===== src/rtl/sent_tx_frame_sched.sv =====
// sent_tx_frame_sched
//   Frame scheduler between the TX async FIFO read port and the SENT frame
//   generator. Pops one fast-channel word per frame, offers it with a status
//   nibble over a req/ack handshake and sequences the 16-frame short serial
//   message on status bits 3:2. When the FIFO is empty at a decision point,
//   the last word is re-offered and the sticky underrun flag is set.
//
// Ports
//   PCLK, PRESETn        clock, synchronous active-low reset
//   enable               scheduling enable (level)
//   ser_id, ser_data     serial message content, latched at message start
//   fifo_empty           TX FIFO empty
//   fifo_rdata           TX FIFO read data, valid the cycle after fifo_rd_en
//   fifo_rd_en           one-cycle pop strobe
//   frame_req/frame_ack  frame handshake; transfer = frame_req & frame_ack
//   frame_status         {start, serial bit, 2'b00}
//   frame_data           fast-channel word for the offered frame
//   underrun             sticky empty-FIFO flag, cleared by underrun_clr
//   msg_done             one-cycle pulse after the 16th serial frame
//   busy                 state != IDLE
module sent_tx_frame_sched #(
  parameter int unsigned DATAWIDTH = 12
) (
  input  logic                 PCLK,
  input  logic                 PRESETn,
  input  logic                 enable,
  input  logic [3:0]           ser_id,
  input  logic [7:0]           ser_data,
  input  logic                 fifo_empty,
  input  logic [DATAWIDTH-1:0] fifo_rdata,
  output logic                 fifo_rd_en,
  output logic                 frame_req,
  input  logic                 frame_ack,
  output logic [3:0]           frame_status,
  output logic [DATAWIDTH-1:0] frame_data,
  output logic                 underrun,
  input  logic                 underrun_clr,
  output logic                 msg_done,
  output logic                 busy
);

  typedef enum logic [1:0] {IDLE, FETCH, LOAD, OFFER} state_t;

  state_t      state, state_nxt;
  logic [3:0]  ser_idx, ser_idx_nxt;
  logic [15:0] msg;
  logic [3:0]  crc;
  logic        transfer, decision, enter_offer;

  // Multiply the running remainder by x^4 modulo x^4+x^3+x^2+1, then add
  // the next nibble.
  function automatic logic [3:0] crc_step(input logic [3:0] c, input logic [3:0] nib);
    logic [3:0] r;
    r = c;
    for (int unsigned k = 0; k < 4; k++) begin
      r = r[3] ? ({r[2:0], 1'b0} ^ 4'b1101) : {r[2:0], 1'b0};
    end
    return r ^ nib;
  endfunction

  always_comb begin
    crc = crc_step(crc_step(crc_step(crc_step(4'b0101, ser_id), ser_data[7:4]),
                            ser_data[3:0]), 4'h0);
  end

  always_comb begin
    transfer    = (state == OFFER) && frame_ack;
    decision    = enable && ((state == IDLE) || transfer);
    // OFFER is entered from LOAD or directly via the empty-FIFO re-offer.
    enter_offer = (state == LOAD) || (decision && fifo_empty);
  end

  always_comb begin
    ser_idx_nxt = ser_idx;
    if (transfer) begin
      ser_idx_nxt = enable ? ser_idx + 4'd1 : 4'd0;
    end
  end

  // State register
  always_ff @(posedge PCLK) begin
    if (!PRESETn) state <= IDLE;
    else          state <= state_nxt;
  end

  // Next-state logic
  always_comb begin
    state_nxt = state;
    case (state)
      IDLE:    if (decision) state_nxt = fifo_empty ? OFFER : FETCH;
      FETCH:   state_nxt = LOAD;
      LOAD:    state_nxt = OFFER;
      OFFER: begin
        if (transfer) begin
          if (decision) state_nxt = fifo_empty ? OFFER : FETCH;
          else          state_nxt = IDLE;
        end
      end
      default: state_nxt = IDLE;
    endcase
  end

  // Output logic
  always_comb begin
    fifo_rd_en   = (state == FETCH);
    frame_req    = (state == OFFER);
    busy         = (state != IDLE);
    frame_status = '0;
    if (state == OFFER) begin
      frame_status = {(ser_idx == 4'd0), msg[4'd15 - ser_idx], 2'b00};
    end
  end

  // Datapath: word holding, serial sequencing, flags
  always_ff @(posedge PCLK) begin
    if (!PRESETn) begin
      frame_data <= '0;
      underrun   <= 1'b0;
      ser_idx    <= '0;
      msg        <= '0;
      msg_done   <= 1'b0;
    end else begin
      if (state == LOAD) frame_data <= fifo_rdata;
      if (decision && fifo_empty) underrun <= 1'b1;
      else if (underrun_clr)      underrun <= 1'b0;
      ser_idx <= ser_idx_nxt;
      // Snapshot the message only when its first frame is about to be offered.
      if (enter_offer && (ser_idx_nxt == 4'd0)) msg <= {ser_id, ser_data, crc};
      msg_done <= transfer && (ser_idx == 4'd15);
    end
  end

endmodule

===== config.mk =====
export PLATFORM = sky130hd
export DESIGN_NAME = sent_tx_frame_sched
export DESIGN_NICKNAME = d
export VERILOG_FILES = /design/src/rtl/sent_tx_frame_sched.sv
export SDC_FILE = /design/constraint.sdc
export NUM_CORES = 1
export LEC_CHECK = 0
export CORE_MARGIN = 2
export CORE_UTILIZATION = 46
export CTS_CLUSTER_SIZE = 12
export DETAILED_ROUTE_END_ITERATION = 8
export PLACE_DENSITY = 0.77
export SYNTH_ARGS = -nofsm -noshare
export SYNTH_HDL_FRONTEND = slang
export SYNTH_SLANG_ARGS = --single-unit

===== constraint.sdc =====
create_clock -name PCLK -period 2.5 [get_ports PCLK]
set_input_delay 0.5 -clock PCLK [delete_from_list [all_inputs] [get_ports PCLK]]
set_output_delay 0.5 -clock PCLK [all_outputs]
set_load 0.005 [all_outputs]

==> flow_summary_export.csv, run 1 <==
group,metric,value,unit
pwr,power.leakage,0.9327,nW
timing,max_slew_margin,0.4974,
timing,finalHoldViolCount,0,
synth,synth_area_leaders,"dfxtp_1 39%, nand2_1 12%, mux2i_1 8.7%, a21boi_0 5.3%, mux4_1 4.3%",
status,status,"finished, final reports clean",
timing,whs,0.4555,ns
placed_design,hpwlAfterDp,2.830,mm
placed_design,dp.cells,293,
timing,finClkSkew,0.003454,ns
timing,setup_viol,0,
pwr,ir_worst_vdd,0.0003499,V
floorplanning,die_w,67.39,um
setup_path,criticalPathCategory,"flip-flop to output pin",
setup_path,worstPathMaxFanout,3,
synth,postSynthAreaPerCell,8.971,um2
synth,ys.flop_type,"dfxtp_1",
floorplanning,initial_core_util,0.4687,
setup_path,cpPeakStageDelay,0.50,ns
final_layout,instances_no_fill,301,
min_path,hold_path.class,"flip-flop to flip-flop",
synth,synth_top_cells_by_count,"60 x nand2_1, 36 x dfxtp_1, 16 x mux2i_1",
cts,cts_tree,"built",
routing,vias_per_cell,4.877,
floorplanning,dieArea,0.004541,mm2
cts,htreeDepth,2,
cts,clk_latency,0.28,ns
setup_path,arrival,1.88,ns
cts,cts_made_buffers,5,
routing,wire_per_inst,12.69,um
timing,slew_violations,0,
synth,synthesis.area,0.001848,mm2
timing,max_freq,420.0,MHz
synth,yosys.area.top_type,"dfxtp_1",
job,cap_viol_max_count,0,
setup_path,end_kind,"output pin",
final_layout,layout.nets,282,
setup_path,critPathBufInv,1,
synth,synth_top_area_frac,0.3900,
synth,yosys_warnings,0,
routing,vias,1468,
placed_design,dp_slack,-0.007774,ns
grt,overflow,0,
cts,clk_pin_slew,0.07,ns
synth,ys_types,37,
setup_path,worstPathRequired,2.00,ns
synth,async_reset_ff_frac,0,
cts,cts_sinks,36,
timing,fin_crit,2.381,ns
timing,tightest_slew,0.7523,ns
cts,clockBufferDepth,2,
setup_path,critPathTopFamily,"multiplexers",
synth,synth.ff_latch_count,36,
grt,antenna_found_initial,0,
routing,wirelength,3.820,mm
setup_path,cp_cell_sequence,"mux4_2 > mux4_2 > and2_1 > clkbuf_2",
timing,rsz0062_at_grt,"no",
timing,setup_slack,0.1190,ns
setup_path,path_common_cell,"mux4_2",
cts,cts-root-buf,"clkbuf_8",
setup_path,cp_slowest_cell,"mux4_2",
floorplanning,dieHeight,67.39,um
placed_design,numPortBuffers,48,
routing,drt_pre_antenna_iters,4,
setup_path,crit_path_start_kind,"flip-flop",
routing,drc_errors,0,
routing,initialDrtViolationCount,67,
floorplanning,num_io_pins,51,
floorplanning,rows,23,
synth,syn_inst,206,
grt,track_usage,0.1876,
floorplanning,core,0.003943,mm2
routing,drtAntennaViolNets,0,
grt,grt_pass1_wl,6.244,mm
grt,grt_max_degree,52,
final_layout,syn_to_final_growth,30.26,%
final_layout,insertedDiodeCount,0,
pwr,power_density,563.4,mW/mm2
placed_design,place_congestion,0.8063,
grt,grt_pass1_vias,1315,
synth,yosysMostFrequentCell,"nand2_1",
cts,cts_setup_buffers,0,
synth,yosysSeqAreaShare,0.3900,
synth,synth_edf_count,0,
timing,fin_crit_sh,0.9524,
final_layout,drive_gt1_frac,0.09163,
-- flip-flops by register name (all words and copies together), names as in the netlist --
name and count:
msg 16, underrun 1, ser_idx 4, msg_done 1, state 2, frame_data 12
-- worst paths after layout --
kind	startpoint	end	slack [ns]	cells after the start
max	ser_idx[0]	frame_status[2]	0.12	4
min	msg[4]	msg[4]	0.46	2
max reg2reg	ser_idx[0]	msg[14]	0.60	8
min reg2reg	msg[4]	msg[4]	0.46	2
-- placed cells by master, fill, tap and decap left out, drive strengths merged --
cell type      Yosys  routed
mux2i             16      16
a21oi              4       4
dfxtp             36      36
xor2               5       5
clkinvlp           0       1
nand3              3       3
nor3               1       1
nand2b             1       1
xnor2              6       6
nor4b              1       1
o22ai              1       1
o21a               1       1
or2                1       1
and3               2       2
buf               10       5
nor4               1       1
nor2               3       3
a211oi             1       1
conb               1       2
ha                 2       2
a22oi              1       1
clkbuf             7       8
and2               2       2
a21boi            13      13
nor2b              5       5
o21ai              5       5
inv                5       5
o211a              2       2
nand3b             2       2
mux4               5       5
and2b              1       1
clkdlybuf4s50      0      47
nand4              2       2
nand2             60      60
-- logic make-up after synthesis --
family,synth area share
AND/OR/NAND/NOR,0.2058
flip-flops,0.3900
buffers and inverters,0.07651
multiplexers,0.1537
AO/OA/AOI/OAI,0.1063
other,0.002029
XOR/XNOR,0.05213
adder cells (fa/ha/maj),0.01354
-- routing by layer --
| metal | part of all wire | vias up | GRT usage | wire length (um) |
|---|---|---|---|---|
| met5 | 0 | - | 0 | 0 |
| li1 | - | 764 | - | - |
| met3 | 0.032 | 6 | 0.06000 | 121 |
| met4 | 0.014 | 0 | 0.06122 | 55 |
| met1 | 0.48 | 673 | 0.2443 | 1833 |
| met2 | 0.47 | 25 | 0.2946 | 1810 |
-- report_power, final --
group / switching [mW] / internal, mW / total [mW]
Clock: 0.200 / 0.224 / 0.424
Combinational: 0.121 / 0.162 / 0.283
Sequential: 0.0322 / 0.618 / 0.650
-- stage by stage --
stage          utilization  power, mW  setup TNS, ns  area (um2)
2_1_floorplan            -     0.8346              0        1852
3_3_place_gp        0.5890     0.9393              0        2322
3_5_place_dp        0.5890     0.9469      -0.007774        2322
4_1_cts             0.6106      1.371              0        2407
5_1_grt             0.6106      1.429              0        2407
6_report            0.6106      1.356              0        2407
-- tightest hold or removal path: stages, from the launching register on --
cell and delay, ns:
dfxtp_1 0.31, nand2_1 0.05, mux2i_1 0.05
-- area by class of cell --
type                    count  area (um2)
clock buffers               7       86.33
clock inverters             1       7.507
flip-flops and latches     36       728.2
fillers                   357        1535
repair buffers             53       525.5
inverters                   5       18.77
multi-input cells         149       978.4
well taps                  50       62.56
-- timing repair --
item                                    in CTS  in global routing
endpoints found under the setup margin       1                  1
pin swaps                                    1                  0
gates cloned                                 0                  0
hold buffers                                 0                  0
gates resized for setup                      7                  3
Note: power is estimated with default switching activity, not from simulation.
==> run 2: changes to the inputs <==
--- a/config.mk
+++ b/config.mk
@@ -5,8 +5,10 @@
 export SDC_FILE = /design/constraint.sdc
 export NUM_CORES = 1
 export LEC_CHECK = 0
+export CAP_MARGIN = 20
 export CORE_MARGIN = 2
 export CORE_UTILIZATION = 46
+export CTS_BUF_LIST = sky130_fd_sc_hd__clkbuf_2
 export CTS_CLUSTER_SIZE = 12
 export DETAILED_ROUTE_END_ITERATION = 8
 export PLACE_DENSITY = 0.77
==> run 2 against run 1 <==
Net effect: the run now ends with negative setup slack left; clock power fell by 39%; first-iteration DRC count rose by 1.5%; clock skew rose by 0.0064 ns; combinational power barely moved; maximum frequency fell by 5.2%; sequential share of layout area rose by 0.52 points; non-clock buffer count did not move.
==> flow_summary_export.csv, run 2 (synthesis gave the netlist of run 1 again) <==
group,metric,value,unit
setup_path,startpoint,"ser_idx[0]",
job,cap_viol_max_count,0,
setup_path,worstPathMaxFanout,3,
floorplanning,rows,23,
cts,cts-root-buf,"clkbuf_2",
routing,drc_errors,0,
final_layout,largest_reg_flops,16,
cts,cts_tree,"built",
cts,clockBufferDepth,2,
cts,clk_latency,0.38,ns
setup_path,reg2reg_depth,8,
setup_path,criticalPathCategory,"flip-flop to output pin",
setup_path,crit-reg2reg-capture,"msg[14]",
placed_design,numPortBuffers,48,
grt,grt_max_degree,52,
status,violations,"negative setup slack",
final_layout,syn_to_final_growth,28.30,%
cts,htreeDepth,2,
floorplanning,core,0.003943,mm2
routing,met3_length,125,um
timing,slew_violations,0,
pwr,power_density,503.0,mW/mm2
routing,wirelength,3.797,mm
timing,setup_tns,-0.01258,ns
pwr,ir_worst_vdd,0.0002763,V
timing,max_slew_margin,0.4752,
setup_path,crit_path_start_kind,"flip-flop",
grt,grt_pass1_vias,1303,
timing,rsz0062_at_grt,"yes",
routing,drt_pre_antenna_iters,4,
final_layout,nFillCells,360,
timing,tightest_slew,0.7855,ns
setup_path,cpPeakStageDelay,0.50,ns
setup_path,end_kind,"output pin",
setup_path,worstPathRequired,2.00,ns
placed_design,hpwlAfterDp,2.830,mm
final_layout,reg_top3,"msg: 16 flops, frame_data: 12 flops, ser_idx: 4 flops",
grt,track_usage,0.1821,
routing,vias,1483,
min_path,hp-start,"msg[4]",
floorplanning,dieArea,0.004541,mm2
cts,cts_setup_buffers,0,
setup_path,arrival,2.01,ns
timing,fin_crit,2.513,ns
final_layout,seq_area,729.5,um2
final_layout,final_util,0.6014,
grt,antenna_found_initial,0,
timing,setup_viol,1,
timing,finClkSkew,0.009841,ns
setup_path,r2r_slack,0.58,ns
timing,max_freq,398.0,MHz
pwr,power.leakage,0.9213,nW
min_path,hold_path.class,"flip-flop to flip-flop",
timing,setup_slack,-0.01258,ns
final_layout,layout_common_cells,"60 x nand2_1, 47 x clkdlybuf4s50_1, 33 x dfxtp_1",
timing,finalHoldViolCount,0,
min_path,hold_path_depth,2,
routing,initialDrtViolationCount,68,
floorplanning,initial_core_util,0.4687,
min_path,hold_end,"msg[4]",
cts,holdBufCountCts,0,
floorplanning,die_w,67.39,um
routing,wl_met2,1.823,mm
grt,grt_pass1_wl,6.099,mm
placed_design,place_congestion,0.8063,
floorplanning,num_io_pins,51,
setup_path,timing.rr.start,"ser_idx[0]",
cts,cts_made_buffers,5,
grt,overflow,0,
routing,vias_per_cell,4.927,
setup_path,cp_slowest_cell,"mux4_2",
setup_path,cp_cell_sequence,"mux4_2 > mux4_2 > and2_4 > buf_6",
setup_path,path_common_cell,"mux4_2",
cts,clk_pin_slew,0.17,ns
status,status,"finished with violations",
routing,drtAntennaViolNets,0,
timing,whs,0.4693,ns
floorplanning,dieHeight,67.39,um
routing,wl_met1,1.792,mm
pwr,fin_total_pwr,1.193,mW
final_layout,multiInputGateArea,987.2,um2
timing,fin_crit_sh,1.005,
final_layout,layout.nets,282,
final_layout,drive_gt1_frac,0.1036,
final_layout,insertedDiodeCount,0,
final_layout,final_common_cell,"nand2_1",
routing,top_layer,"met4",
final_layout,largest_register,"msg",
cts,cts_sinks,36,
routing,wire_per_inst,12.61,um
[run 2: cell count changes in the layout (fill, tap and decap cells not counted), sizes merged]
cell / before / now
buf: 5 / 6
clkbuf: 8 / 6
clkinv: 0 / 1
[run 2: stage by stage]
| stage | worst slack, ns | area [um2] | instances |
|---|---|---|---|
| 2_1_floorplan | 0.4066 | 1852 | 207 |
| 3_3_place_gp | 0.02741 | 2322 | 293 |
| 3_5_place_dp | -0.007774 | 2322 | 293 |
| 4_1_cts | -0.04508 | 2350 | 301 |
| 5_1_grt | -0.1001 | 2371 | 301 |
| 6_report | -0.01258 | 2371 | 301 |
[run 2: worst max-delay path by stage]
stage                                 end  slack, ns
final                     frame_status[2]      -0.01
after global routing      frame_status[2]      -0.10
after CTS                 frame_status[2]      -0.05
after detailed placement  frame_status[2]     -0.008
after global placement    frame_status[2]       0.03
after floorplan           frame_status[2]       0.41
[run 2: routing by layer]
layer / up-vias / global-route usage
met2: 29 / 0.2908
li1: 764 / -
met1: 684 / 0.2373
met3: 6 / 0.05000
met4: 0 / 0.06122
met5: - / 0
[run 2: timing repair]
action | in CTS | in global routing
resized for setup | 9 | 6
endpoints found under the setup margin | 1 | 2
pin swaps | 1 | 0
[run 2: cell type report]
type                            instances  share of cell area
Inverter                                5            0.007916
Multi-Input combinational cell        149              0.4164
Clock inverter                          2            0.004749
Tap cell                               50             0.02639
Sequential cell                        36              0.3077
Clock buffer                            6             0.01266
Timing Repair Buffer                   53              0.2243
[run 2: worst max-delay path: cells and delay by family (launching register included)]
kind / cells / cell delay (ns)
flip-flops: 1 / 0.40
AND/OR/NAND/NOR: 1 / 0.15
multiplexers: 2 / 0.99
buffers and inverters: 1 / 0.10
[run 2: power by group]
group          leakage [nW]  switching [mW]  total [mW]  internal (mW)
Sequential            0.297          0.0320       0.650          0.618
Clock                0.0266           0.189       0.259         0.0698
Combinational         0.598           0.120       0.283          0.163
Total                 0.921           0.342        1.19          0.851
==> run 3: changes to the inputs <==
--- a/config.mk
+++ b/config.mk
@@ -5,7 +5,6 @@
 export SDC_FILE = /design/constraint.sdc
 export NUM_CORES = 1
 export LEC_CHECK = 0
-export CAP_MARGIN = 20
 export CORE_MARGIN = 2
 export CORE_UTILIZATION = 46
 export CTS_BUF_LIST = sky130_fd_sc_hd__clkbuf_2
==> results of run 3 <==
Final layout, timing and power as in run 2 (identical DEF).
